**src/rtl/fetch_unit_if.sv**
```systemverilog
`default_nettype none
// ============================================================================
// fetch_unit_if : fetch-stage bus (PC to instmem, redirect in, decode handshake)
// Rev 1.0
// ============================================================================
interface fetch_unit_if;
   logic [31:0] pc;
   logic        redirect_valid;
   logic [31:0] redirect_target;
   logic [31:0] mem_inst;
   logic        id_ready;
   logic        if_valid;
   logic [31:0] if_inst;
   logic [31:0] if_pc;
   logic [31:0] if_pc_plus1;
   logic        if_oob;

   modport master (
      output pc,
      input  redirect_valid,
      input  redirect_target,
      input  mem_inst,
      input  id_ready,
      output if_valid,
      output if_inst,
      output if_pc,
      output if_pc_plus1,
      output if_oob
   );

   modport slave (
      input  pc,
      output redirect_valid,
      output redirect_target,
      output mem_inst,
      output id_ready,
      input  if_valid,
      input  if_inst,
      input  if_pc,
      input  if_pc_plus1,
      input  if_oob
   );
endinterface
`default_nettype wire

```
**src/rtl/fetch_unit.sv**
```systemverilog
`default_nettype none
// ============================================================================
// fetch_unit : PC owner, instmem address driver, 2-entry fetch buffer to decode
// Rev 1.0
// ============================================================================
module fetch_unit #(
   parameter logic [31:0] RESET_PC   = 32'd0,
   parameter int unsigned IMEM_WORDS = 128
) (
   input  wire logic    clk,
   input  wire logic    rst_n,
   fetch_unit_if.master fif
);
   localparam logic [31:0] c_imem_words = 32'(IMEM_WORDS);

   typedef struct packed {
      logic [31:0] inst;
      logic [31:0] pc;
      logic        oob;
   } entry_t;

   logic [31:0] pc_q, pc_d;
   logic        tag_vld_q, tag_vld_d;
   logic [31:0] tag_pc_q, tag_pc_d;
   logic [1:0]  count_q, count_d;
   entry_t      ent0_q, ent0_d;
   entry_t      ent1_q, ent1_d;

   logic        w_pop;
   logic        w_push;
   logic        w_issue;
   logic [1:0]  w_count_next;
   logic [1:0]  w_wr_slot;
   entry_t      w_new;

   assign w_pop        = (count_q != 2'd0) & fif.id_ready;
   assign w_push       = tag_vld_q & ~fif.redirect_valid;
   assign w_count_next = count_q + {1'b0, w_push} - {1'b0, w_pop};
   // Only issue when the word returning next cycle is guaranteed a free slot.
   assign w_issue      = ~fif.redirect_valid & (w_count_next <= 2'd1);
   assign w_wr_slot    = count_q - {1'b0, w_pop};

   assign w_new.inst = fif.mem_inst;
   assign w_new.pc   = tag_pc_q;
   assign w_new.oob  = (tag_pc_q >= c_imem_words);

   always_comb begin
      pc_d      = pc_q;
      tag_vld_d = 1'b0;
      tag_pc_d  = tag_pc_q;
      count_d   = w_count_next;
      ent0_d    = ent0_q;
      ent1_d    = ent1_q;
      if (fif.redirect_valid) begin
         count_d = 2'd0;
         pc_d    = fif.redirect_target;
      end else begin
         if (w_pop) begin
            ent0_d = ent1_q;
         end
         if (w_push) begin
            if (w_wr_slot == 2'd0) begin
               ent0_d = w_new;
            end else begin
               ent1_d = w_new;
            end
         end
         if (w_issue) begin
            tag_vld_d = 1'b1;
            tag_pc_d  = pc_q;
            pc_d      = pc_q + 32'd1;
         end
      end
   end

   always_ff @(posedge clk or negedge rst_n) begin
      if (!rst_n) begin
         pc_q      <= RESET_PC;
         tag_vld_q <= 1'b0;
         tag_pc_q  <= 32'd0;
         count_q   <= 2'd0;
         ent0_q    <= '0;
         ent1_q    <= '0;
      end else begin
         pc_q      <= pc_d;
         tag_vld_q <= tag_vld_d;
         tag_pc_q  <= tag_pc_d;
         count_q   <= count_d;
         ent0_q    <= ent0_d;
         ent1_q    <= ent1_d;
      end
   end

   assign fif.pc          = pc_q;
   assign fif.if_valid    = (count_q != 2'd0);
   assign fif.if_inst     = ent0_q.inst;
   assign fif.if_pc       = ent0_q.pc;
   assign fif.if_pc_plus1 = ent0_q.pc + 32'd1;
   assign fif.if_oob      = ent0_q.oob;
endmodule
`default_nettype wire

```
**src/flat_wrapper.sv**
```systemverilog
// flat-port wrapper written by rule: the top's interface ports become plain ports
module fetch_unit_flat 
#(
   parameter logic [31:0] RESET_PC   = 32'd0,
   parameter int unsigned IMEM_WORDS = 128
)
  (clk, rst_n, fif_pc, fif_redirect_valid, fif_redirect_target, fif_mem_inst, fif_id_ready, fif_if_valid, fif_if_inst, fif_if_pc, fif_if_pc_plus1, fif_if_oob);
  fetch_unit_if fif_i ();
  input  wire logic clk;
  input  wire logic rst_n;
  output wire logic [$bits(fif_i.pc)-1:0] fif_pc;
  input wire logic [$bits(fif_i.redirect_valid)-1:0] fif_redirect_valid;
  input wire logic [$bits(fif_i.redirect_target)-1:0] fif_redirect_target;
  input wire logic [$bits(fif_i.mem_inst)-1:0] fif_mem_inst;
  input wire logic [$bits(fif_i.id_ready)-1:0] fif_id_ready;
  output wire logic [$bits(fif_i.if_valid)-1:0] fif_if_valid;
  output wire logic [$bits(fif_i.if_inst)-1:0] fif_if_inst;
  output wire logic [$bits(fif_i.if_pc)-1:0] fif_if_pc;
  output wire logic [$bits(fif_i.if_pc_plus1)-1:0] fif_if_pc_plus1;
  output wire logic [$bits(fif_i.if_oob)-1:0] fif_if_oob;
  assign fif_pc = fif_i.pc;
  assign fif_i.redirect_valid = fif_redirect_valid;
  assign fif_i.redirect_target = fif_redirect_target;
  assign fif_i.mem_inst = fif_mem_inst;
  assign fif_i.id_ready = fif_id_ready;
  assign fif_if_valid = fif_i.if_valid;
  assign fif_if_inst = fif_i.if_inst;
  assign fif_if_pc = fif_i.if_pc;
  assign fif_if_pc_plus1 = fif_i.if_pc_plus1;
  assign fif_if_oob = fif_i.if_oob;
  fetch_unit #(.RESET_PC(RESET_PC), .IMEM_WORDS(IMEM_WORDS)) u_core (.clk(clk), .rst_n(rst_n), .fif(fif_i));
endmodule
```
**config.mk**
```make
export PLATFORM = sky130hd
export DESIGN_NAME = fetch_unit_flat
export DESIGN_NICKNAME = d
export VERILOG_FILES = /design/src/rtl/fetch_unit_if.sv /design/src/rtl/fetch_unit.sv /design/src/flat_wrapper.sv
export SDC_FILE = /design/constraint.sdc
export NUM_CORES = 1
export LEC_CHECK = 0
export ABC_CLOCK_PERIOD_IN_PS = 3300
export CAP_MARGIN = 20
export CORE_ASPECT_RATIO = 1.5
export CORE_MARGIN = 3
export CORE_UTILIZATION = 50
export CTS_BUF_LIST = sky130_fd_sc_hd__clkbuf_16
export CTS_CLUSTER_DIAMETER = 80
export DETAILED_ROUTE_END_ITERATION = 7
export PLACE_DENSITY = 0.91
export REMOVE_ABC_BUFFERS = 1
export SKIP_CTS_REPAIR_TIMING = 1
export SLEW_MARGIN = 20
export SYNTH_ARGS = -nofsm -noshare
export SYNTH_HDL_FRONTEND = slang
export SYNTH_SLANG_ARGS = --single-unit
```
**constraint.sdc**
```tcl
create_clock -name clk -period 3.3 [get_ports clk]
set_input_delay 0.66 -clock clk [delete_from_list [all_inputs] [get_ports clk]]
set_output_delay 0.66 -clock clk [all_outputs]
set_load 0.01 [all_outputs]
```
### Yosys cells after proc, flatten, opt, wreduce, memory -nomap -nowiden

Index checks and enable logic that the tools add are counted.

| operators by class | value |
|---|---|
| add/sub/neg operators | 5 |
| $mul | 0 |
| div/mod/pow operators | 0 |
| magnitude comparators | 2 |
| equal/unequal tests | 0 |
| shifts and indexed selects | 0 |
| multiplexer cells | 8 |
| bitwise gates (word level) | 5 |
| reductions and logical operators | 5 |

Operators by type and width:

| operator | count |
|---|---|
| 65-bit two-way mux | 3 |
| 32-bit by 1-bit adder with 32-bit output, second input constant | 2 |
| 32-bit two-way mux | 2 |
| 32-bit by 8-bit greater-or-equal comparator with 1-bit output, second input constant | 1 |
| 2-bit nonzero test | 2 |
| 2-bit by 1-bit subtractor with 2-bit output | 2 |
| 1-bit bitwise AND | 3 |
| 3-bit AND reduction | 1 |
| 2-bit by 1-bit adder with 2-bit output | 1 |
| 2-bit by 1-bit <= comparator with 1-bit output, second input constant | 1 |
| 2-bit logical NOT | 1 |
| 1-bit two-way mux | 2 |
| 2-bit two-way mux | 1 |
| 1-bit inverter | 2 |
| 2-bit AND reduction | 1 |

| storage, ports and cells | value |
|---|---|
| register bits | 197 |
| bits in latches | 0 |
| bits in writable memories | 0 |
| ROM bits | 0 |
| input bits | 68 |
| output and inout bits | 130 |
| word-level logic and storage cells | 35 |
| memories | 0 |

### Depth between registers and ports, before layout

| depth | value |
|---|---|
| word-level depth | 8 |
| mapped depth | 10 |
| mapped depth without buffers | 9 |

### Least setup slack after synthesis

OpenSTA, ideal clock, no wires.

| timing path | value |
|---|---|
| path kind | in2reg |
| start | in fif_id_ready |
| end | reg u_core.pc_q[12] (netlist: u_core.fif.pc[12]) |
| setup time | 0.069 ns |
| data arrival time | 2.584 ns |
| setup slack | 0.647 ns |
| cell stages on the path | 10 |
| buffers on the path | 1 |
| path through | o21ai_0 inv_1 ha_1 inv_1 ha_1 xnor3_2 nand3_4 buf_6 or4_1 nand3_1 |

| on the way | value |
|---|---|
| cells in the longest elaborated chain, start to end | 5 |

Ends and longest elaborated chain:

| item | line | source |
|---|---|---|
| start: declaration | flat_wrapper.sv:15 | `input wire logic [$bits(fif_i.id_ready)-1:0] fif_id_ready;` |
| 1-bit bitwise AND | fetch_unit.sv:36 | `assign w_pop = (count_q != 2'd0) & fif.id_ready;` |
| 2-bit by 1-bit subtractor with 2-bit output | fetch_unit.sv:38 | `assign w_count_next = count_q + {1'b0, w_push} - {1'b0, w_pop};` |
| 2-bit by 1-bit <= comparator with 1-bit output | fetch_unit.sv:40 | `assign w_issue = ~fif.redirect_valid & (w_count_next <= 2'd1);` |
| 1-bit bitwise AND | fetch_unit.sv:40 |  |
| 2-bit nonzero test (no source line) | - |  |
| end signal: assignment | fetch_unit.sv:85 | `pc_q <= pc_d;` |
| end: declaration | fetch_unit.sv:22 | `logic [31:0] pc_q, pc_d;` |

Every way passes these cells.
A chain may end at the register's enable or synchronous reset.

### Worst setup path after layout

| timing path | value |
|---|---|
| start | reg u_core.ent0_q (netlist bit u_core.fif.if_pc[1]) |
| end | out fif_if_pc_plus1[18] |

| on the way | value |
|---|---|
| cells in the longest elaborated chain, start to end | 1 |

Ends and longest elaborated chain:

| item | line | source |
|---|---|---|
| start: declaration | fetch_unit.sv:26 | `entry_t ent0_q, ent0_d;` |
| start signal: assignment | fetch_unit.sv:89 | `ent0_q <= ent0_d;` |
| 32-bit by 1-bit adder with 32-bit output | fetch_unit.sv:98 | `assign fif.if_pc_plus1 = ent0_q.pc + 32'd1;` |
| end: declaration | flat_wrapper.sv:19 | `output wire logic [$bits(fif_i.if_pc_plus1)-1:0] fif_if_pc_plus1;` |

Every way passes these cells.

==> impl_metrics.json <==
{
  "status": "complete, but fails checks",
  "violations": "negative setup slack",
  "fmax_mhz": 293,
  "setup.worst_path.start_class": "register",
  "rsz0062_at_grt": "true",
  "period_minus_slack_ps": 3410,
  "root_buffer": "clkbuf_16",
  "synth.avg_cell_area_um2": 11.2,
  "relSlewSlack_pct": 50.3,
  "nFillCells": 1308,
  "drtPass1Iterations": 5,
  "overflow": 0,
  "final_util_pct": 68.1,
  "final_max_slew_viol_count": 0,
  "htreeDepth": 4,
  "yosys_register_bits": 197,
  "crit_required_ps": 2640,
  "first_global_vias": 7934,
  "finalWeightedCongestion": 0.878,
  "yosys_warnings": 0,
  "die_y_um": 174,
  "drive_gt1_share_pct": 17.6,
  "die_area_mm2": 0.0205,
  "synthCells": 837,
  "wire_per_inst_um": 20.2,
  "clk_latency_ps": 420,
  "placementRows": 60,
  "cts_tree": "done",
  "yosysSeqAreaShare_pct": 52.4,
  "via_count": 7616,
  "cap_violations": 0,
  "pre_cts_ws_ps": -16.7,
  "grt_start_max_net_pins": 85,
  "setup_tns_ps": -111,
  "end_kind": "output pin",
  "io_buffer_count": 197,
  "final.setup.worst_slack_ps": -111,
  "clock_sinks": 197,
  "antenna_left": 0,
  "pin_count": 198,
  "drt_first_iter_violations": 456,
  "holdCritPathClass": "in2async",
  "fin_skew_ps": 9.56,
  "gr-usage-all-layers_pct": 25.2,
  "criticalPathCategory": "reg2out",
  "vias_per_cell": 5.90,
  "syn-cell-area_mm2": 0.00940,
  "crit_arrival_ps": 2750,
  "async_flop_share_pct": 100,
  "ys.flop_type": "dfrtp_1",
  "synth_cell_types": 51,
  "cts_made_buffers": 17,
  "area_growth_syn_to_layout_pct": 31.6,
  "dp_hpwl_mm": 18.3,
  "cts_buffer_depth": 2,
  "drc": 0,
  "setup_viol": 1,
  "min_period_over_period_pct": 103,
  "peakVddDrop_v": 0.000538,
  "power_density_mw_per_mm2": 928,
  "p_leak_nw": 5.00,
  "antenna_found_initial": 2,
  "clk_pin_slew_worst_paths_ps": 70,
  "crit_fanout": 6,
  "grt_pass1_wl_mm": 41.8,
  "die_x_um": 118,
  "tightest_slew_ps": 738,
  "start_util_pct": 51.7,
  "fin_nets": 1101,
  "core_area_mm2": 0.0182,
  "synth_edf_count": 0,
  "power_mw": 11.5,
  "finalHoldViolations": 0,
  "wl_mm": 26.0
}
## logic make-up (layout without fill, tap and decap cells)
group | after synthesis | count (layout) | share of synthesized area (%)
buffers and inverters | 63 | 266 | 3.37
XOR/XNOR | 39 | 39 | 3.79
AND/OR/NAND/NOR | 243 | 243 | 13.7
adder cells (fa/ha/maj) | 4 | 4 | 0.532
AO/OA/AOI/OAI | 162 | 162 | 9.95
other | 0 | 2 | 0
multiplexers | 129 | 129 | 16.2
flip-flops | 197 | 197 | 52.4
## cells in the mapped netlist (2+ instances only)
library cell / number / share of area, %
mux2_4: 29 / 4.6
o31ai_1: 14 / 1.1
and4_1: 6 / 0.56
o22ai_1: 31 / 2.1
inv_1: 9 / 0.36
a221oi_1: 2 / 0.19
nand4_1: 26 / 1.7
nor4_1: 7 / 0.47
o21ai_0: 50 / 2.7
xor2_1: 16 / 1.5
ha_1: 4 / 0.53
nand2_1: 61 / 2.4
nor2_1: 58 / 2.3
nand3_1: 21 / 1.1
a21oi_1: 39 / 2.1
xnor2_1: 22 / 2.0
mux2i_1: 31 / 3.3
and3_1: 11 / 0.73
buf_2: 16 / 0.85
o21a_1: 3 / 0.24
nand4_2: 2 / 0.27
or4_1: 20 / 1.6
buf_6: 8 / 0.96
dfrtp_1: 197 / 52
or3_1: 5 / 0.33
mux2_2: 69 / 8.3
a31oi_1: 18 / 1.2
and2_1: 3 / 0.20
nor3_1: 5 / 0.27
clkbuf_1: 28 / 1.1
buf_1: 2 / 0.080
nor2b_1: 5 / 0.33
## final cells by class
class                           count  area (um2)  area share (%)
Multi-Input combinational cell    577        4240            34.3
Sequential cell                   197        4930            39.9
Clock inverter                     13         124            1.00
Antenna cell                        2        5.00          0.0405
Tap cell                          248         310            2.51
Timing Repair Buffer              227        2300            18.6
Inverter                            9        33.8           0.273
Clock buffer                       17         425            3.44
## final timing paths
check	start	end	slack (ps)	cells past startpoint
worst max-delay path	u_core.fif.if_pc[1]	fif_if_pc_plus1[18]	-110	6
worst min-delay path	rst_n	u_core.fif.if_inst[30]	260	1
worst max register to register	u_core.count_q[1]	u_core.fif.pc[10]	460	10
worst min register to register	u_core.ent1_q[34]	u_core.ent1_q[34]	510	1
max in group asynchronous	rst_n	u_core.fif.if_pc[3]	2090	2
min in group clk	u_core.ent1_q[34]	u_core.ent1_q[34]	510	1
## worst max-delay path, stage by stage (launching register included)
cell and delay (ps):
dfrtp_1 420, ha_2 240, nand3_2 150, or4_4 640, nor3_2 170, xor2_1 160, clkdlybuf4s50_1 550
## registers in the layout, indices dropped and copies added (netlist names)
register / cells
u_core.ent1_q: 65
u_core.tag_vld_q: 1
u_core.fif.pc: 32
u_core.count_q: 2
u_core.fif.if_inst: 32
u_core.fif.if_pc: 32
u_core.tag_pc_q: 32
u_core.fif.if_oob: 1
## per-stage QoR
| step | hold WS [ps] | area [um2] | instances |
|---|---|---|---|
| CTS | 296 | 12300 | 1284 |
| finish | 262 | 12400 | 1290 |
| global placement | 465 | 11700 | 1254 |
| detailed placement | 494 | 11700 | 1254 |
| floorplan | 364 | 9120 | 783 |
| global route | 306 | 12400 | 1290 |
## layout by cell type, fill, tap and decap left out, types with 5 or more instances in the layout
| cell | synthesis | final |
|---|---|---|
| a21oi_1 | 39 | 39 |
| a31oi_1 | 18 | 18 |
| and3_1 | 11 | 11 |
| and4_1 | 6 | 6 |
| buf_12 | 0 | 7 |
| buf_4 | 0 | 23 |
| clkbuf_16 | 0 | 17 |
| clkdlybuf4s50_1 | 0 | 191 |
| dfrtp_1 | 197 | 195 |
| dlymetal6s2s_1 | 0 | 5 |
| inv_1 | 9 | 9 |
| inv_6 | 0 | 5 |
| mux2_2 | 69 | 69 |
| mux2_4 | 29 | 29 |
| mux2i_1 | 31 | 31 |
| nand2_1 | 61 | 61 |
| nand3_1 | 21 | 19 |
| nand4_1 | 26 | 26 |
| nor2_1 | 58 | 57 |
| nor2b_1 | 5 | 5 |
| nor4_1 | 7 | 5 |
| o21ai_0 | 50 | 49 |
| o22ai_1 | 31 | 31 |
| o31ai_1 | 14 | 14 |
| or3_1 | 5 | 5 |
| or4_1 | 20 | 20 |
| xnor2_1 | 22 | 22 |
| xor2_1 | 16 | 16 |
## routing by layer
| metal | vias up | share of wire (%) | routed length, um | global-route usage, % |
|---|---|---|---|---|
| li1 | 3444 | - | - | - |
| met1 | 3792 | 36 | 9460 | 27.5 |
| met2 | 290 | 54 | 13900 | 46.1 |
| met3 | 90 | 5.1 | 1340 | 4.75 |
| met4 | 0 | 4.9 | 1270 | 13.3 |
| met5 | - | 0 | 0 | 0 |
## power breakdown
group	switching, mW	internal, mW
clock network	0.935	1.05
logic	2.19	2.80
registers	1.03	3.48
No activity file was read; power rests on OpenSTA's default activity.
